`src/rtl/piso_tx_reg_pkg.sv`:
```
// Shared definitions for the PISO transmit register and the matching SIPO
// receiver: shifter state encoding and the default word width.
package piso_tx_reg_pkg;

  // Default word width of the team's buffer register family.
  localparam int DEFAULT_WIDTH = 4;

  // Shifter state: IDLE waits for a held word, SHIFT drives frame bits.
  typedef enum logic {
    IDLE  = 1'b0,
    SHIFT = 1'b1
  } state_e;

  // Width of a bit counter that spans 0..width-1 (width >= 2).
  function automatic int cnt_width(input int width);
    return (width < 2) ? 1 : $clog2(width);
  endfunction

endpackage

```
`src/rtl/piso_tx_reg_if.sv`:
```
// Parallel handshake and serial output bundle of the PISO transmit register.
// The producer/link side uses the master modport; the register uses slave.
interface piso_tx_reg_if
  import piso_tx_reg_pkg::*;
#(
  parameter int WIDTH = DEFAULT_WIDTH
);

  logic             in_valid;
  logic [WIDTH-1:0] in_data;
  logic             in_ready;
  logic             tx_en;
  logic             ser_out;
  logic             ser_valid;
  logic             frame_start;
  logic             word_done;

  modport master (
    output in_valid, in_data, tx_en,
    input  in_ready, ser_out, ser_valid, frame_start, word_done
  );

  modport slave (
    input  in_valid, in_data, tx_en,
    output in_ready, ser_out, ser_valid, frame_start, word_done
  );

endinterface

```
`src/rtl/piso_tx_reg_hold_buf.sv`:
```
// One-word holding buffer: WIDTH-bit load-enabled register plus full flag.
// load writes a new word and marks it full; take hands the word over and
// frees the slot. The two never coincide because load needs an empty slot
// and take needs a full one.
module piso_tx_reg_hold_buf
  import piso_tx_reg_pkg::*;
#(
  parameter int WIDTH = DEFAULT_WIDTH
) (
  input  logic             clk,
  input  logic             rst,
  input  logic             load,
  input  logic [WIDTH-1:0] load_data,
  input  logic             take,
  output logic [WIDTH-1:0] data,
  output logic             full
);

  // Buffer register and occupancy flag.
  always_ff @(posedge clk or negedge rst) begin
    if (!rst) begin
      // NOTE: the data register is reset as well, so a discarded word can
      // never reappear after reset and nothing downstream ever sees X.
      data <= '0;
      full <= 1'b0;
    end else if (load) begin
      // NOTE: non-blocking assignments keep every flop sampling the
      // pre-edge value, independent of statement order.
      data <= load_data;
      full <= 1'b1;
    end else if (take) begin
      full <= 1'b0;
    end
  end

endmodule

```
`src/rtl/piso_tx_reg.sv`:
```
// Parallel-in serial-out transmit register. Words enter a one-word holding
// buffer through a valid/ready handshake, move into a shift register and
// leave LSB first, one bit per tx_en cycle. A word waiting in the buffer is
// reloaded on the edge that consumes the last bit, so frames stream gaplessly.
module piso_tx_reg
  import piso_tx_reg_pkg::*;
#(
  parameter int WIDTH = DEFAULT_WIDTH
) (
  input  logic        clk,
  input  logic        rst,
  piso_tx_reg_if.slave bus
);

  localparam int                CNT_W    = cnt_width(WIDTH);
  localparam logic [CNT_W-1:0]  LAST_CNT = CNT_W'(WIDTH - 1);

  state_e           state_q, state_d;
  logic [WIDTH-1:0] sh_q, sh_d;
  logic [CNT_W-1:0] cnt_q, cnt_d;
  logic             done_q, done_d;

  logic             hold_full;
  logic [WIDTH-1:0] hold_data;
  logic             accept;
  logic             transfer;

  // A word is taken whenever the producer offers one and the buffer is empty.
  assign accept = bus.in_valid && !hold_full;

  piso_tx_reg_hold_buf #(
    .WIDTH (WIDTH)
  ) u_hold_buf (
    .clk       (clk),
    .rst       (rst),
    .load      (accept),
    .load_data (bus.in_data),
    .take      (transfer),
    .data      (hold_data),
    .full      (hold_full)
  );

  // Next-state logic: load from idle, shift, and reload or stop at frame end.
  always_comb begin
    // NOTE: every variable gets a default first so no path leaves one
    // unassigned, which would otherwise infer a latch.
    state_d  = state_q;
    sh_d     = sh_q;
    cnt_d    = cnt_q;
    done_d   = 1'b0;
    transfer = 1'b0;

    case (state_q)
      IDLE: begin
        // The initial load does not wait for tx_en.
        if (hold_full) begin
          sh_d     = hold_data;
          cnt_d    = '0;
          transfer = 1'b1;
          state_d  = SHIFT;
        end
      end

      SHIFT: begin
        if (bus.tx_en) begin
          if (cnt_q != LAST_CNT) begin
            sh_d  = sh_q >> 1;
            cnt_d = cnt_q + 1'b1;
          end else begin
            done_d = 1'b1;
            if (hold_full) begin
              // Gapless case: next word's bit 0 follows directly.
              sh_d     = hold_data;
              cnt_d    = '0;
              transfer = 1'b1;
            end else begin
              state_d = IDLE;
            end
          end
        end
      end
    endcase
  end

  // Shifter, bit counter, state and frame-end pulse registers.
  always_ff @(posedge clk or negedge rst) begin
    if (!rst) begin
      state_q <= IDLE;
      sh_q    <= '0;
      cnt_q   <= '0;
      done_q  <= 1'b0;
    end else begin
      state_q <= state_d;
      sh_q    <= sh_d;
      cnt_q   <= cnt_d;
      done_q  <= done_d;
    end
  end

  // Outputs are decoded straight from registers; in_ready ignores in_valid.
  assign bus.in_ready    = ~hold_full;
  assign bus.ser_valid   = (state_q == SHIFT);
  assign bus.ser_out     = sh_q[0] & bus.ser_valid;
  assign bus.frame_start = bus.ser_valid && (cnt_q == '0);
  assign bus.word_done   = done_q;

  // Accept needs an empty buffer, transfer a full one: never both at once.
  a_no_accept_and_transfer : assert property (
    @(posedge clk) disable iff (!rst) !(accept && transfer)
  );

  // frame_start only ever marks a real frame bit.
  a_frame_start_in_frame : assert property (
    @(posedge clk) disable iff (!rst) bus.frame_start |-> bus.ser_valid
  );

endmodule

```
`src/flat_wrapper.sv`:
```
// flat-port wrapper written by rule: the top's interface ports become plain ports
module piso_tx_reg_flat import piso_tx_reg_pkg::*;
#(
  parameter int WIDTH = DEFAULT_WIDTH
)
  (clk, rst, bus_in_valid, bus_in_data, bus_tx_en, bus_in_ready, bus_ser_out, bus_ser_valid, bus_frame_start, bus_word_done);
  piso_tx_reg_if #(.WIDTH(WIDTH)) bus_i ();
  input  logic clk;
  input  logic rst;
  input wire logic [$bits(bus_i.in_valid)-1:0] bus_in_valid;
  input wire logic [$bits(bus_i.in_data)-1:0] bus_in_data;
  input wire logic [$bits(bus_i.tx_en)-1:0] bus_tx_en;
  output wire logic [$bits(bus_i.in_ready)-1:0] bus_in_ready;
  output wire logic [$bits(bus_i.ser_out)-1:0] bus_ser_out;
  output wire logic [$bits(bus_i.ser_valid)-1:0] bus_ser_valid;
  output wire logic [$bits(bus_i.frame_start)-1:0] bus_frame_start;
  output wire logic [$bits(bus_i.word_done)-1:0] bus_word_done;
  assign bus_i.in_valid = bus_in_valid;
  assign bus_i.in_data = bus_in_data;
  assign bus_i.tx_en = bus_tx_en;
  assign bus_in_ready = bus_i.in_ready;
  assign bus_ser_out = bus_i.ser_out;
  assign bus_ser_valid = bus_i.ser_valid;
  assign bus_frame_start = bus_i.frame_start;
  assign bus_word_done = bus_i.word_done;
  piso_tx_reg #(.WIDTH(WIDTH)) u_core (.clk(clk), .rst(rst), .bus(bus_i));
endmodule
```
`config.mk`:
```
export PLATFORM = sky130hd
export DESIGN_NAME = piso_tx_reg_flat
export DESIGN_NICKNAME = d
export VERILOG_FILES = /design/src/rtl/piso_tx_reg_pkg.sv /design/src/rtl/piso_tx_reg_if.sv /design/src/rtl/piso_tx_reg_hold_buf.sv /design/src/rtl/piso_tx_reg.sv /design/src/flat_wrapper.sv
export SDC_FILE = /design/constraint.sdc
export NUM_CORES = 1
export LEC_CHECK = 0
export ABC_AREA = 0
export CAP_MARGIN = 20
export CORE_UTILIZATION = 43
export CTS_BUF_LIST = sky130_fd_sc_hd__clkbuf_16
export DETAILED_ROUTE_END_ITERATION = 16
export HOLD_SLACK_MARGIN = 0.12
export PLACE_DENSITY = 0.71
export SKIP_LAST_GASP = 1
export SYNTH_ARGS = -nofsm -noshare
export SYNTH_HDL_FRONTEND = slang
export SYNTH_SLANG_ARGS = --single-unit
```
`constraint.sdc`:
```
create_clock -name clk -period 3.1 [get_ports clk]
set_input_delay 0.93 -clock clk [delete_from_list [all_inputs] [get_ports clk]]
set_output_delay 0.93 -clock clk [all_outputs]
set_load 0.005 [all_outputs]
```
Word level (Yosys, flattened, before mapping):

Cells that the tools add are included.

* register bits after elaboration: 13
* input port bits: 8
* output and inout port bits: 5
* logic and storage cells: 37

* $add $sub $neg: 1
* equality and inequality tests: 2
* muxes and demuxes: 20
* bitwise operators: 3
* reductions and logical operators: 5

Operators with widths (number)
* 4-bit 2-to-1 mux: 3
* 1-bit 2-to-1 mux: 10
* 4-bit case mux with 2 select lines: 1
* 2-bit 2-to-1 mux: 3
* 2-bit != test, second input constant: 2
* 1-bit case mux with 2 select lines: 2
* 2-bit case mux with 2 select lines: 1
* 2-bit by 1-bit adder with 2-bit output, second input constant: 1
* 1-bit logical AND: 2
* 2-bit logical NOT: 1
* 1-bit NOT: 2
* 2-bit nonzero test: 1
* 1-bit bitwise AND: 1
* 1-bit logical NOT: 1

Depth between registers and ports, before layout:

Gate-level depths: netlist of run 1.

* depth after elaboration: 6
* gate-level depth with buffers: 5
* depth with buffers taken out: 5

Hierarchy:

From an unflattened synthesis of run 1, not the netlist that was laid out.

* cells, all modules: 51
* area, all modules: 600.6 um^2

Modules (own cells, without submodules)
* piso_tx_reg: times used 1, cells each 40, area an instance 417.9 um^2, sequential area each 200.2 um^2
* piso_tx_reg_hold_buf: times used 1, cells each 11, area an instance 182.7 um^2, sequential area each 125.1 um^2

Least setup slack after synthesis of run 1:

No wires, ideal clock.

* kind: reg-to-output
* start point: register u_core.cnt_q[0]
* end point: output port bus_frame_start
* data arrival time: 739 ps
* required time: 2170 ps
* setup slack: 1431 ps
* cell stages (with the launch flop): 4
* buffers on the path: 0
* path through: dfrtp_1 -> inv_1 -> ha_1 -> and2_1

* word-level cells in the longest chain between the ends: 2

Ends and longest elaborated chain
* from (decl): line piso_tx_reg.sv:20 `logic [CNT_W-1:0] cnt_q, cnt_d;`
* from (signal assigned): line piso_tx_reg.sv:95 `cnt_q <= cnt_d;`
* 2-bit logical NOT: line piso_tx_reg.sv:104 `assign bus.frame_start = bus.ser_valid && (cnt_q == '0);`
* 1-bit logical AND: line piso_tx_reg.sv:104
* to (decl): line flat_wrapper.sv:16 `output wire logic [$bits(bus_i.frame_start)-1:0] bus_frame_start;`

No other way between the ends.

Final worst setup path of run 1:

* start point: register u_core.state_q, in the netlist u_core.bus.ser_valid
* end point: output port bus_frame_start

* word-level cells in the longest chain between the ends: 1

Ends and longest elaborated chain
* from (decl): line piso_tx_reg.sv:18 `state_e state_q, state_d;`
* from (signal assigned): line piso_tx_reg.sv:93 `state_q <= state_d;`
* 1-bit logical AND: line piso_tx_reg.sv:104

No other way between the ends.

==> flow_summary.yaml, run 1 <==
power:
  ir_worst_vdd_uv: 495.2
  p_seq_frac: 0.377
  power.density_nw_per_um2: 972.5
  total_leakage_power_nw: 0.3943
  switching_share: 0.2941
  p_comb_frac: 0.340
  p_int_w: 0.0005926
  power_switching_w: 0.0002469
  pwr-share-clk: 0.283
route:
  wl_um: 1160
  avgViaCountPerCell: 5.341
  drt_pass1_iterations: 4
  vias: 470
  drcViolationCount: 0
  wire_per_inst_um: 13.18
  drt_iter0_markers: 10
  drtAntennaViolNets: 0
cells_and_area:
  drive_gt1_frac: 0.1370
  diodes: 0
  layout.nets: 84
  final_cells: 88
  seq_area_um2: 325.3
  multi_input_area_um2: 301.5
  area_growth_syn_to_layout_pct: 29.70
  n_fill_cell: 120
  fin_util: 0.6319
critical_path:
  cp-start-kind: "flop"
  endpoint_kind: "output pin"
  r2r_end: "u_core.sh_q[0]"
  crit_end: "bus_frame_start"
  ff2ff_path_depth: 4
  critical_path.startpoint: "u_core.bus.ser_valid"
  r2r_start: "u_core.cnt_q[0]"
  critPathMaxFanout: 15
  worstSetupPathType: "flop to output pin"
  required_ps: 2170
  rrSetupSlack_ps: 1700
  cp.arrival_ps: 1510
global_route:
  top_usage_layer: "met1"
  antenna_found_initial: 0
  grt_remaining_overflow: 0
  groute.usage.overall: 0.1917
  met1_usage: 0.2475
  grt_use_met2: 0.2383
  grt_pass1_wl_um: 1856
  grt_max_degree: 16
  grtUsageMet3: 0.09574
  first_global_vias: 426
synthesis:
  yosysMostFrequentCell: "dfrtp_1"
  synth_flop_cell: "dfrtp_1"
  async_reset_ff_frac: 1.000
  syn_inst: 60
  synth_area_um2: 665.6
  synth_top_area_frac: 0.4887
  ys_ff_latch: 13
  synthTopCellsByCount: "13 x dfrtp_1, 5 x inv_1"
  synthTopCellsByArea: "dfrtp_1 49%, mux2_2 6.8%, or3b_1 5.3%"
  avgSynthCellArea_um2: 11.09
  yosysTopAreaCell: "dfrtp_1"
  yosysSeqAreaShare: 0.4887
  synth_cell_type_count: 23
  synth_edf_count: 0
  syn_nets: 70
  yosys_warnings: 0
floorplanning:
  num_rows: 13
  initial_core_util: 0.4872
  die_h_um: 41.35
  chipWidth_um: 41.35
  pin_count: 13
  coreArea_um2: 1366
  die_area_um2: 1709
placement:
  dp_hpwl_um: 762.6
  place_congestion: 0.7968
  place_ws_ps: 770.0
  portBuffers: 12
  dp.cells: 84
timing:
  timing.final.crit_period_ps: 2443
  fin_tns_setup_ps: 0
  holdWs_ps: 510.7
  period_share: 0.7882
  finalSetupViolCount: 0
  tightest_slew_ps: 562.5
  fin_skew_ps: 1.243
  rsz0062_at_grt: "no"
  finalMaxSlewViolations: 0
  max_clock_freq_mhz: 409.3
  hold_violations: 0
  final.setup.worst_slack_ps: 656.7
  maxSlewHeadroom: 0.6238
cts:
  cts-resized-gates: 0
  cts_sinks: 13
  clockBufferDepth: 2
  cts_tree: "done"
  postCtsSetupBuffers: 0
  clk_latency_ps: 240
  cts_hold_buf: 0
  root_buffer: "clkbuf_16"
  cts_made_buffers: 3
  clk_pin_slew_worst_paths_ps: 40
  htreeDepth: 1
hold_path:
  hold_start: "u_core.u_hold_buf.data[2]"
  hold_class: "flop to flop"
  hold_depth: 1
run:
  drv_cap: 0
outcome:
  status: "finished clean"
power by group through the flow:
stage	sequential, W	clock [W]	combinational, W
after detailed placement	0.000319	0	0.000285
after global placement	0.000318	0	0.000281
after CTS	0.000317	0.000246	0.000288
after floorplan	0.000281	0	0.000226
after global routing	0.000329	0.000254	0.000326
final	0.000317	0.000238	0.000285
cell usage in the layout, fill, tap and decap left out:
cell and instances:
nor2_1 1, dfrtp_1 13, a22oi_1 3, nor2b_1 1
and3_2 1, clkdlybuf4s50_1 12, nand3b_1 1, a311oi_1 1
a21oi_1 1, clkbuf_16 3, mux2i_1 3, o21ai_0 4
nor2b_4 1, and2_1 2, inv_1 6, or3b_1 4
a211oi_1 1, nand2_1 4, o21ai_1 2, a31o_2 1
mux2_2 4, ha_1 2, a22o_1 2
final cells by class:
cell class                      count  area share
Clock buffer                        3     0.08696
Sequential cell                    13      0.3768
Timing Repair Buffer               12      0.1391
Inverter                            5     0.02174
Multi-Input combinational cell     39      0.3493
Clock inverter                      1    0.004348
Tap cell                           15     0.02174
state kept, by name (all words and copies together), names as in the netlist:
register,flops
u_core.cnt_q,2
u_core.u_hold_buf.full,1
u_core.bus.ser_valid,1
u_core.sh_q,4
u_core.u_hold_buf.data,4
u_core.bus.word_done,1
logic make-up (layout without fill, tap and decap cells):
logic type	count (synthesis)	count (layout)	share of synthesized area
compound gates	15	15	0.1504
fa+ha+maj	2	2	0.03759
buf+inv	8	21	0.05826
flops	13	13	0.4887
mux	7	7	0.1128
simple gates	15	15	0.1522
per-stage QoR:
step | area, um^2 | total power [W]
3_3_place_gp | 784.5 | 0.0005991
4_1_cts | 863.3 | 0.0008509
6_report | 863.3 | 0.0008395
5_1_grt | 863.3 | 0.0009084
2_1_floorplan | 665.6 | 0.0005069
3_5_place_dp | 784.5 | 0.0006044
worst max-delay path, cell delays in order, from the launching register on:
cell and delay (ps):
dfrtp_1 580, and2_1 190, clkdlybuf4s50_1 500
routing by layer:
| metal | vias to the layer above | wire (um) |
|---|---|---|
| met5 | - | 0 |
| met4 | 0 | 51 |
| met3 | 5 | 80 |
| met2 | 13 | 488 |
| met1 | 213 | 540 |
| li1 | 239 | - |
worst min path at each step:
| stage | endpoint | slack [ps] |
|---|---|---|
| 2_1_floorplan | u_core.u_hold_buf.data[0] | 480 |
| 3_3_place_gp | u_core.u_hold_buf.data[2] | 500 |
| 3_5_place_dp | u_core.u_hold_buf.data[2] | 510 |
| 4_1_cts | u_core.u_hold_buf.data[2] | 520 |
| 5_1_grt | u_core.u_hold_buf.data[2] | 530 |
| 6_report | u_core.u_hold_buf.data[2] | 510 |
No activity file was read; power rests on OpenSTA's default activity.
==> run 2, diff against run 1 <==
--- a/config.mk
+++ b/config.mk
@@ -11,7 +11,7 @@
 export CTS_BUF_LIST = sky130_fd_sc_hd__clkbuf_16
 export DETAILED_ROUTE_END_ITERATION = 16
 export HOLD_SLACK_MARGIN = 0.12
-export PLACE_DENSITY = 0.71
+export PLACE_DENSITY = 0.74
 export SKIP_LAST_GASP = 1
 export SYNTH_ARGS = -nofsm -noshare
 export SYNTH_HDL_FRONTEND = slang
==> constraint.sdc (replaced) <==
create_clock -name clk -period 2 [get_ports clk]
set_input_delay 0.6 -clock clk [delete_from_list [all_inputs] [get_ports clk]]
set_output_delay 0.6 -clock clk [all_outputs]
set_load 0.005 [all_outputs]
==> flow_summary.yaml, run 2 (synthesis gave the netlist of run 1 again) <==
outcome:
  status: "finished clean"
power:
  p_seq_frac: 0.343
  power_switching_w: 0.0004020
  p_int_w: 0.0009406
  power.density_nw_per_um2: 1505
  switching_share: 0.2994
  p_comb_frac: 0.381
  ir_worst_vdd_uv: 689.6
  pwr-share-clk: 0.276
  total_leakage_power_nw: 0.4148
cells_and_area:
  final_cells: 92
  layout.nets: 88
  top_regs: "u_core.sh_q: 4 flops, u_core.u_hold_buf.data: 4 flops, u_core.cnt_q: 2 flops"
  area_growth_syn_to_layout_pct: 34.02
  final_common_cell: "dfrtp_1"
  diodes: 0
  drive_gt1_frac: 0.1818
  layout_common_cells: "13 x dfrtp_1, 11 x clkdlybuf4s50_1, 6 x inv_1"
global_route:
  grt_pass1_wl_um: 2076
  antenna_found_initial: 0
  grt_max_degree: 14
  first_global_vias: 483
  groute.usage.overall: 0.1978
  grt_remaining_overflow: 0
cts:
  clockBufferDepth: 2
  cts_sinks: 13
  root_buffer: "clkbuf_16"
  clk_latency_ps: 240
  htreeDepth: 1
  clk_pin_slew_worst_paths_ps: 40
  cts_tree: "done"
  cts_hold_buf: 0
  cts_made_buffers: 3
floorplanning:
  chipWidth_um: 41.35
  die_area_um2: 1709
  die_h_um: 41.35
  initial_core_util: 0.4872
  coreArea_um2: 1366
  pin_count: 13
  num_rows: 13
critical_path:
  critPathSlowestCell: "dfrtp_1"
  required_ps: 1400
  crit_buf_inv: 2
  worstSetupPathType: "flop to output pin"
  critPathMaxFanout: 4
  path_delay_family: "flip-flops"
  cp.arrival_ps: 1290
  cp_slowest_stage_delay_ps: 390
  crit_path_cell_trace: "inv_1, ha_1, and2_1, dlygate4sd2_1"
  endpoint_kind: "output pin"
  cp-start-kind: "flop"
run:
  drv_cap: 0
route:
  drtAntennaViolNets: 0
  wl_um: 1253
  drcViolationCount: 0
  avgViaCountPerCell: 5.457
  wire_per_inst_um: 13.62
  drt_pass1_iterations: 4
  vias: 502
  drt_iter0_markers: 5
placement:
  portBuffers: 12
  place_congestion: 0.7741
  dp.cells: 87
timing:
  timing.final.crit_period_ps: 1885
  fin_tns_setup_ps: 0
  rsz0062_at_grt: "no"
  fin_skew_ps: 5.225
  period_share: 0.9426
  maxSlewHeadroom: 0.6298
  tightest_slew_ps: 553.6
  finalMaxSlewViolations: 0
  hold_violations: 0
  finalSetupViolCount: 0
  max_clock_freq_mhz: 530.4
hold_path:
  hold_class: "flop to flop"
run 2: per-layer routing:
| layer | part of all wire | GRT usage | up-vias | wire length (um) |
|---|---|---|---|---|
| met5 | 0 | 0 | - | 0 |
| met4 | 0.0064 | 0.09677 | 0 | 8 |
| met3 | 0.042 | 0.06383 | 2 | 52 |
| met2 | 0.49 | 0.3281 | 12 | 617 |
| met1 | 0.46 | 0.2282 | 240 | 576 |
| li1 | - | - | 248 | - |
run 2: final timing paths:
kind	start	to	slack, ps	cells past startpoint
max	u_core.cnt_q[0]	bus_frame_start	110	4
min	u_core.u_hold_buf.full	u_core.bus.ser_valid	490	2
max reg2reg	u_core.cnt_q[0]	u_core.sh_q[0]	600	4
min reg2reg	u_core.u_hold_buf.full	u_core.bus.ser_valid	490	2
max in group asynchronous	rst	u_core.u_hold_buf.full	910	1
min in group asynchronous	rst	u_core.sh_q[0]	720	1
run 2: layout make-up:
type	count	area, um^2
tap	15	18.77
inverter	5	18.77
clock inverter	1	3.754
timing repair buffer	16	148.9
fill	126	474.2
multi-input combinational	39	301.5
sequential	13	325.3
clock buffer	3	75.07
run 2: through the flow:
step	area (um^2)	setup WS, ps	util	hold slack [ps]	power, W
finish	892.1	114.8	0.6529	490.4	0.001343
global route	892.1	42.85	0.6529	521.1	0.001433
CTS	892.1	116.9	0.6529	494.8	0.001352
detailed placement	807.0	84.39	0.5907	481.4	0.0009649
global placement	807.0	102.0	0.5907	467.6	0.0009488
floorplan	665.6	660.8	-	304.4	0.0007858
run 2: repair_timing:
item                                    CTS  global route
endpoints found under the setup margin    1             0
setup buffers                             1             0
resized for setup                         1             0
run 2: power by group through the flow:
stage / registers, W / logic [W] / clock network, W
floorplan: 0.000436 / 0.000350 / 0
global placement: 0.000456 / 0.000492 / 0
detailed placement: 0.000464 / 0.000501 / 0
CTS: 0.000460 / 0.000514 / 0.000378
global route: 0.000472 / 0.000571 / 0.000390
finish: 0.000461 / 0.000511 / 0.000371
run 2: worst reg2reg max path, cell delays in order (launching register included):
cell	delay [ps]
dfrtp_1	400
ha_1	290
or3b_1	390
o21ai_0	80
a22oi_1	110
==> run 3, diff against run 2 <==
--- a/config.mk
+++ b/config.mk
@@ -7,6 +7,7 @@
 export LEC_CHECK = 0
 export ABC_AREA = 0
 export CAP_MARGIN = 20
+export CORE_MARGIN = 4
 export CORE_UTILIZATION = 43
 export CTS_BUF_LIST = sky130_fd_sc_hd__clkbuf_16
 export DETAILED_ROUTE_END_ITERATION = 16
==> flow_summary.yaml, run 3 (synthesis gave the netlist of run 1 again) <==
outcome:
  status: "finished clean"
cells_and_area:
  top_regs: "u_core.sh_q: 4 flops, u_core.u_hold_buf.data: 4 flops, u_core.cnt_q: 2 flops"
  diodes: 0
  drive_gt1_frac: 0.2051
  final_cells: 93
  layout.nets: 89
  postLayoutCellArea_um2: 900.9
  layout_common_cells: "12 x dfrtp_1, 11 x clkdlybuf4s50_1, 6 x inv_1"
  final_common_cell: "dfrtp_1"
  area_growth_syn_to_layout_pct: 35.34
cts:
  cts_made_buffers: 3
  clk_latency_ps: 240
  htreeDepth: 1
  root_buffer: "clkbuf_16"
  cts_tree: "done"
  clk_pin_slew_worst_paths_ps: 40
  cts_hold_buf: 0
  clockBufferDepth: 2
  cts_sinks: 13
timing:
  maxSlewHeadroom: 0.7794
  timing.final.crit_period_ps: 1917
  max_clock_freq_mhz: 521.7
  finalMaxSlewViolations: 0
  holdWs_ps: 506.9
  finalSetupViolCount: 0
  rsz0062_at_grt: "no"
  period_share: 0.9584
  final.setup.worst_slack_ps: 83.19
  tightest_slew_ps: 329.8
  fin_skew_ps: 2.069
  fin_tns_setup_ps: 0
  hold_violations: 0
floorplanning:
  die_h_um: 47.35
  chipWidth_um: 47.35
  die_area_um2: 2242
  coreArea_um2: 1383
  num_rows: 13
  pin_count: 13
  initial_core_util: 0.4814
route:
  drcViolationCount: 0
  avgViaCountPerCell: 5.022
  drtAntennaViolNets: 0
  vias: 467
  drt_iter0_markers: 6
  wire_per_inst_um: 12.44
  wl_um: 1157
  drt_pass1_iterations: 2
critical_path:
  cp.arrival_ps: 1320
  required_ps: 1400
  crit_path_cell_trace: "and2_1, clkdlybuf4s50_1"
  critPathMaxFanout: 11
  rrSetupSlack_ps: 520
  r2r_start: "u_core.cnt_q[0]"
  critPathSlowestCell: "clkdlybuf4s50_1"
  endpoint_kind: "output pin"
  ff2ff_path_depth: 5
  worstSetupPathType: "flop to output pin"
  cp_slowest_stage_delay_ps: 490
  r2r_end: "u_core.sh_q[0]"
  cp-start-kind: "flop"
global_route:
  first_global_vias: 448
  grt_remaining_overflow: 0
  groute.usage.overall: 0.1328
  grt_pass1_wl_um: 2007
  antenna_found_initial: 0
  grt_max_degree: 14
placement:
  post_dp_cell_area_um2: 814.5
  place_congestion: 0.7125
  portBuffers: 12
  place_ws_ps: 32.62
  dp.cells: 88
  dp_hpwl_um: 872.5
hold_path:
  hold_class: "flop to flop"
  hold_depth: 2
  hold_start: "u_core.u_hold_buf.full"
  whs_endpoint: "u_core.bus.ser_valid"
run:
  drv_cap: 0
power:
  ir_worst_vdd_uv: 803.3
  power.density_nw_per_um2: 1465
  total_leakage_power_nw: 0.4195
run 3: cell types whose count changed in the layout (fill, tap and decap cells not counted), sizes merged:
cell  change
buf       +1
run 3: layout make-up:
| type | instances | area [um^2] |
|---|---|---|
| timing repair buffer | 17 | 156.4 |
| inverter | 5 | 18.77 |
| tap | 15 | 18.77 |
| clock buffer | 3 | 75.07 |
| multi-input combinational | 39 | 301.5 |
| sequential | 13 | 326.6 |
| fill | 112 | 481.7 |
| clock inverter | 1 | 3.754 |
run 3: timing repair:
| item | 4_1_cts | 5_1_grt |
|---|---|---|
| buffers inserted | 1 | 0 |
| hold endpoints to repair | 0 | 0 |
| endpoints found under the setup margin | 2 | 0 |
| gates resized for setup | 2 | 0 |
run 3: report_power, final:
group,total (W),switching [W],internal (W)
registers,0.000454,0.0000731,0.000381
clock network,0.000358,0.0000957,0.000262
logic,0.000507,0.000211,0.000296
run 3: worst max-delay path: cells and delay by family (launching register included):
family                 cells  cell delay, ps
buffers and inverters      1             490
flip-flops                 1             450
AND/OR/NAND/NOR            1             140
run 3: stage by stage:
| step | power, W | util |
|---|---|---|
| after floorplan | 0.0007858 | - |
| after global placement | 0.0009480 | 0.5891 |
| after detailed placement | 0.0009598 | 0.5891 |
| after CTS | 0.001336 | 0.6516 |
| after global routing | 0.001419 | 0.6516 |
| final | 0.001320 | 0.6516 |
run 3: layer usage:
| layer | vias up | GRT usage | wire (um) |
|---|---|---|---|
| met4 | 0 | 0.03315 | 0 |
| met5 | - | 0 | 0 |
| met3 | 0 | 0.06897 | 59 |
| met1 | 211 | 0.1816 | 582 |
| met2 | 9 | 0.1845 | 515 |
| li1 | 247 | - | - |
run 3: how the worst max path moves through the flow:
stage                                    start         endpoint  slack, ps  cells after the start
after global routing      u_core.bus.ser_valid      bus_ser_out         20                      2
after CTS                 u_core.bus.ser_valid      bus_ser_out         70                      2
after detailed placement             bus_tx_en   u_core.sh_q[0]         30                      4
final                     u_core.bus.ser_valid      bus_ser_out         80                      2
after global placement               bus_tx_en   u_core.sh_q[2]         60                      4
after floorplan                u_core.cnt_q[0]  bus_frame_start        660                      3
